$ cat config.mk
export PLATFORM = sky130hd
export DESIGN_NAME = pc_branch_unit
export DESIGN_NICKNAME = d
export VERILOG_FILES = /design/src/rtl/pc_branch_unit_pkg.sv /design/src/rtl/pc_branch_unit_branch_cond_sel.sv /design/src/rtl/pc_branch_unit.sv
export SDC_FILE = /design/constraint.sdc
export NUM_CORES = 1
export LEC_CHECK = 0
export ABC_AREA = 1
export BUFFER_PORTS_ARGS = -buffer_cell sky130_fd_sc_hd__buf_2
export CORE_UTILIZATION = 31
export DETAILED_ROUTE_END_ITERATION = 12
export SLEW_MARGIN = 20
export SYNTH_ARGS = -nofsm -noshare
export SYNTH_HDL_FRONTEND = slang
export SYNTH_HIERARCHICAL = 1
export SYNTH_SLANG_ARGS = --single-unit
$ cat constraint.sdc
create_clock -name clk -period 4.4 [get_ports clk]
set_clock_uncertainty 0.2 [all_clocks]
set_input_delay 0.88 -clock clk [delete_from_list [all_inputs] [get_ports clk]]
set_output_delay 0.88 -clock clk [all_outputs]
set_load 0.02 [all_outputs]
$ cat src/rtl/pc_branch_unit_pkg.sv
// rtl/pc_branch_unit_pkg.sv - shared encodings for the pc/branch unit
//
// Purpose: state encodings, flag bit indices, flag reset value and the
// helper that forces the constant flag bits (bit6=1, bit7=0).
package pc_branch_unit_pkg;

  typedef enum logic [1:0] {
    ST_RUN   = 2'd0,
    ST_FLUSH = 2'd1,
    ST_HALT  = 2'd2
  } state_e;

  localparam int FLG_CY   = 0;
  localparam int FLG_OV   = 1;
  localparam int FLG_SGN  = 2;
  localparam int FLG_ZRO  = 3;
  localparam int FLG_A    = 4;
  localparam int FLG_LE   = 5;
  localparam int FLG_ONE  = 6;
  localparam int FLG_ZERO = 7;

  localparam logic [7:0] FLAG_RST = 8'h40;

  // Bits 6 and 7 are constants so that br_cond=6 is JMP and br_cond=7 is CONT.
  function automatic logic [7:0] fix_flags(input logic [7:0] f);
    logic [7:0] r;
    r           = f;
    r[FLG_ONE]  = 1'b1;
    r[FLG_ZERO] = 1'b0;
    return r;
  endfunction

endpackage

$ cat src/rtl/pc_branch_unit_branch_cond_sel.sv
// rtl/pc_branch_unit_branch_cond_sel.sv - flag bit select with optional invert
//
// Purpose: combinational 8:1 flag mux followed by an XOR invert.
// Ports:
//   flg  - flag vector to test
//   sel  - index of the flag bit
//   inv  - invert the selected bit
//   cond - resulting branch condition
module branch_cond_sel (
  input  logic [7:0] flg,
  input  logic [2:0] sel,
  input  logic       inv,
  output logic       cond
);

  assign cond = flg[sel] ^ inv;

endmodule

$ cat src/rtl/pc_branch_unit.sv
// rtl/pc_branch_unit.sv - program counter, flag register and conditional branch unit
//
// Purpose: owns the fetch pc, latches ALU flags and resolves branch requests.
// Optional macro FLAG_BYPASS_EN: a branch accepted on the same edge as a flag
// write tests the incoming flags instead of the registered ones.
// Ports:
//   clk, rst              - clock, synchronous active-high reset
//   flg_in, flg_we        - ALU flag vector and its capture strobe
//   br_valid, br_cond,
//   br_inv, br_target     - branch request (held until br_ack)
//   stall                 - fetch back-pressure, holds pc
//   halt_req, resume      - enter / leave HALT
//   pc, flags             - fetch address, registered flag vector
//   br_ack, taken         - one-cycle branch outcome pulses
//   flush                 - bubble cycle after a taken branch
//   halted                - high while in HALT
module pc_branch_unit
  import pc_branch_unit_pkg::*;
#(
  parameter int              PC_W     = 8,
  parameter logic [PC_W-1:0] RESET_PC = '0
) (
  input  logic            clk,
  input  logic            rst,
  input  logic [7:0]      flg_in,
  input  logic            flg_we,
  input  logic            br_valid,
  input  logic [2:0]      br_cond,
  input  logic            br_inv,
  input  logic [PC_W-1:0] br_target,
  input  logic            stall,
  input  logic            halt_req,
  input  logic            resume,
  output logic [PC_W-1:0] pc,
  output logic [7:0]      flags,
  output logic            br_ack,
  output logic            taken,
  output logic            flush,
  output logic            halted
);

  state_e          state_q,  state_d;
  logic [PC_W-1:0] pc_q,     pc_d;
  logic [7:0]      flags_q,  flags_d;
  logic            br_ack_q, br_ack_d;
  logic            taken_q,  taken_d;
  logic            flush_q,  flush_d;
  logic            halted_q, halted_d;

  logic [7:0]      flg_fixed;
  logic [7:0]      cond_flags;
  logic            cond;
  logic [PC_W-1:0] pc_inc;

  assign flg_fixed = fix_flags(flg_in);
  assign pc_inc    = pc_q + PC_W'(1);

`ifdef FLAG_BYPASS_EN
  // Lets a compare and its dependent jump issue on consecutive cycles.
  assign cond_flags = flg_we ? flg_fixed : flags_q;
`else
  assign cond_flags = flags_q;
`endif

  branch_cond_sel u_cond_sel (
    .flg  (cond_flags),
    .sel  (br_cond),
    .inv  (br_inv),
    .cond (cond)
  );

  always_comb begin
    state_d  = state_q;
    pc_d     = pc_q;
    flags_d  = flg_we ? flg_fixed : flags_q;
    br_ack_d = 1'b0;
    taken_d  = 1'b0;

    case (state_q)
      ST_RUN: begin
        if (halt_req) begin
          state_d = ST_HALT;
        end else if (!stall) begin
          if (br_valid) begin
            br_ack_d = 1'b1;
            taken_d  = cond;
            if (cond) begin
              pc_d    = br_target;
              state_d = ST_FLUSH;
            end else begin
              pc_d = pc_inc;
            end
          end else begin
            pc_d = pc_inc;
          end
        end
      end
      ST_FLUSH: begin
        // The bubble lasts one cycle; a stall here only keeps pc on the target.
        if (halt_req) begin
          state_d = ST_HALT;
        end else begin
          state_d = ST_RUN;
          if (!stall) pc_d = pc_inc;
        end
      end
      ST_HALT: begin
        if (resume && !halt_req) state_d = ST_RUN;
      end
      default: state_d = ST_RUN;
    endcase

    flush_d  = (state_d == ST_FLUSH);
    halted_d = (state_d == ST_HALT);
  end

  always_ff @(posedge clk) begin
    if (rst) begin
      state_q  <= ST_RUN;
      pc_q     <= RESET_PC;
      flags_q  <= FLAG_RST;
      br_ack_q <= 1'b0;
      taken_q  <= 1'b0;
      flush_q  <= 1'b0;
      halted_q <= 1'b0;
    end else begin
      state_q  <= state_d;
      pc_q     <= pc_d;
      flags_q  <= flags_d;
      br_ack_q <= br_ack_d;
      taken_q  <= taken_d;
      flush_q  <= flush_d;
      halted_q <= halted_d;
    end
  end

  assign pc     = pc_q;
  assign flags  = flags_q;
  assign br_ack = br_ack_q;
  assign taken  = taken_q;
  assign flush  = flush_q;
  assign halted = halted_q;

endmodule

==> impl_summary.log <==
INFO  metric status = completed
INFO  metric critical_path_class = in2reg
INFO  metric first_global_vias = 926
INFO  metric total_leakage_power = 0.752 nW
INFO  metric hold_path_class = reg2reg
INFO  metric die_h = 61.9 um
INFO  metric postCtsHoldBufs = 0
INFO  metric synthDistinctLibCells = 24
INFO  metric gr-usage-all-layers = 14.5%
INFO  metric report.final.hold_viol_count = 0
INFO  metric drive_gt1_share = 26.5%
INFO  metric hpwlAfterDp = 1890 um
INFO  metric grt_first_pass_wirelength = 4020 um
INFO  metric rows = 21
INFO  metric dr.pass1.iters = 5
INFO  metric timing.final.crit_share = 49.6%
INFO  metric cp_top_family = simple AND/OR/NAND/NOR gates
INFO  metric r2r.worst_path.cells = 15
INFO  metric clockBufferDepth = 2
INFO  metric post_synth_edffs = 0
INFO  metric timing.critical_path.slowest_stage_cell = or2_0
INFO  metric postSynth.topFlopCell = dfxtp_1
INFO  metric drcViolationCount = 0
INFO  metric number_of_nets_still_failing_antenna_checks_after_routing = 0
INFO  metric post_cts_resize_count = 0
INFO  metric timing.critical_path.mode_cell = nand2_1
INFO  metric grt_setup_unrepaired = no
INFO  metric drv.max_cap_violation_count = 0
INFO  metric route.vias.total = 1,118
INFO  metric dpl.cell_count = 257
INFO  metric finalNonFillerCells = 261
INFO  metric cts.htree.levels = 1
INFO  metric post-cts-setup-buffers = 0
INFO  metric routed_wirelength = 2520 um
INFO  metric final.min_clock_period = 2.18 ns
INFO  metric clkTransAtPathRegs = 0.12 ns
INFO  metric hold-path-cell-count = 1
INFO  metric worstPathBufferInverterCount = 3
INFO  metric critPathLaunchType = input port
INFO  metric cellPowerDensity = 276 nW/um2
INFO  metric synthDominantCellAreaShare = 36.0%
INFO  metric place.gp.congestion = 0.802
INFO  metric final_design_area_no_fill = 1390 um2
INFO  metric max_clock_freq = 0.458 GHz
INFO  metric initialDrtViolationCount = 40
INFO  metric worst_ep_arrival_time = 2.19 ns
INFO  metric critical_path.max_stage_delay = 0.22 ns
INFO  metric avgViaCountPerCell = 4.28
INFO  metric routedWlPerCell = 9.66 um
INFO  metric setup.worst_path.end_class = register
INFO  metric path_max_fanout = 16
INFO  metric ys_seq_area_share = 36.0%
INFO  metric grt_antenna_before_repair = 0
INFO  metric synth_top_cells_by_count = 42 x nand2_1, 26 x inv_1, 25 x nor2_1, 20 x dfxtp_1, 11 x nand3_1
INFO  metric cts_inserted_buffers = 3
INFO  metric antennaDiodeCount = 0
INFO  metric synth_area_leader_cell = dfxtp_1
INFO  metric ys_warn_count = 6
INFO  metric start_util = 32.8%
INFO  metric synthesis.area = 1110 um2
INFO  metric synth_top_cells_by_area = dfxtp_1 36%, nand2_1 14%, inv_1 8.8%
INFO  metric ys_async_sr_fraction = 0%
INFO  metric grt_max_degree = 17
INFO  metric report.power.total = 0.382 mW
INFO  metric tritoncts_clock_tree = yes
INFO  metric clk_root_buffer_cell = clkbuf_4
INFO  metric numPortBuffers = 42
INFO  metric synth_most_common_cell = nand2_1
INFO  metric cp_data_required_time = 4.41 ns
INFO  metric syn_avg_cell_area = 6.50 um2
INFO  metric dieArea = 3830 um2
INFO  metric vdd_drop_max = 101 uV
INFO  metric netlist_instances = 171
INFO  metric final_setup_vio_count = 0
INFO  metric timing.setup.tns = 0 ns
INFO  metric grt_overflow_total = 0
INFO  metric nFillCells = 390
INFO  metric boundaryPins = 47
INFO  metric cp.depth = 14
INFO  metric cts.sinks = 20
INFO  metric worstPathCellList = buf_2, inv_2, nand2_1, nand3_1, nand3_2, nand2_1, nand2_1, nand2_1, nand2_1, inv_1, nand2_4, or2_0, a21oi_1, nor2_1
INFO  metric floorplan.core_area = 3390 um2
INFO  metric die-width = 61.9 um
INFO  metric flow.area_growth_from_synthesis = 24.7%
INFO  metric detailed_place.area = 1350 um2
INFO  metric final_nets = 244
INFO  metric report.final.slew_viol_count = 0
INFO  metric clk_latency = 0.30 ns
INFO  metric final_setup_margin = 2.22 ns
INFO  metric yosys_register_bits = 20
INFO  metric dp_slack = 1.87 ns
-- stage by stage --
| stage | util (%) | hold slack (ns) |
|---|---|---|
| after floorplan | - | 0.278 |
| after global placement | 39.8 | 0.306 |
| after detailed placement | 39.8 | 0.307 |
| after CTS | 40.9 | 0.328 |
| after global routing | 40.9 | 0.355 |
| final | 40.9 | 0.326 |
-- layout by cell type (no fill, tap or decap), drive strengths merged, types with 2 or more instances in the layout --
master   n
nand3   14
nor4     3
or2      3
clkbuf   4
a21oi    8
a211oi   2
conb     4
dfxtp   20
o21ai   10
nand2   45
inv     29
nor2    26
buf     42
o211ai   3
-- final timing paths --
| check | from | to | slack (ns) |
|---|---|---|---|
| worst max-delay path | br_cond[0] | pc[7]$_SDFFE_PP0P_ | 2.22 |
| worst min-delay path | state_q[1]$_SDFF_PP0_ | halted$_SDFF_PP0_ | 0.33 |
| worst max register to register | flags[1]$_SDFFE_PP0P_ | pc[1]$_SDFFE_PP0P_ | 2.58 |
| worst min register to register | state_q[1]$_SDFF_PP0_ | halted$_SDFF_PP0_ | 0.33 |
-- where the power goes --
part / total [mW] / internal [mW] / switching [mW]
clock: 0.108 / 0.0504 / 0.0576
sequential: 0.197 / 0.190 / 0.00740
combinational: 0.0768 / 0.0284 / 0.0484
total: 0.382 / 0.268 / 0.113
-- flip-flops by register name, indices dropped and copies added (netlist names) --
| register | count |
|---|---|
| flush | 1 |
| br_ack | 1 |
| pc | 8 |
| flags | 6 |
| taken | 1 |
| halted | 1 |
| state_q | 2 |
-- layer usage --
metal	track usage, %	vias to the layer above	share of wire (%)
met2	21.4	42	41
met4	5.71	0	1.3
li1	-	617	-
met3	2.90	2	6.2
met1	20.7	457	51
met5	0	-	0
-- kinds of logic after synthesis --
family,Yosys count,share of synthesized area [%]
and+or+nand+nor,92,36.9
buffers and inverters,33,13.4
AOI/OAI and AO/OA,23,11.8
DFF,20,36.0
other,2,0.676
adders and majority gates,1,1.13
-- layout make-up --
| cell class | instances | area [um2] | area share [%] |
|---|---|---|---|
| tap | 46 | 57.6 | 4.16 |
| multi-input combinational | 120 | 569 | 41.1 |
| clock buffer | 4 | 36.3 | 2.62 |
| timing repair buffer | 42 | 210 | 15.2 |
| sequential | 20 | 400 | 28.9 |
| inverter | 29 | 111 | 8.04 |
No activity file was read; power rests on OpenSTA's default activity.
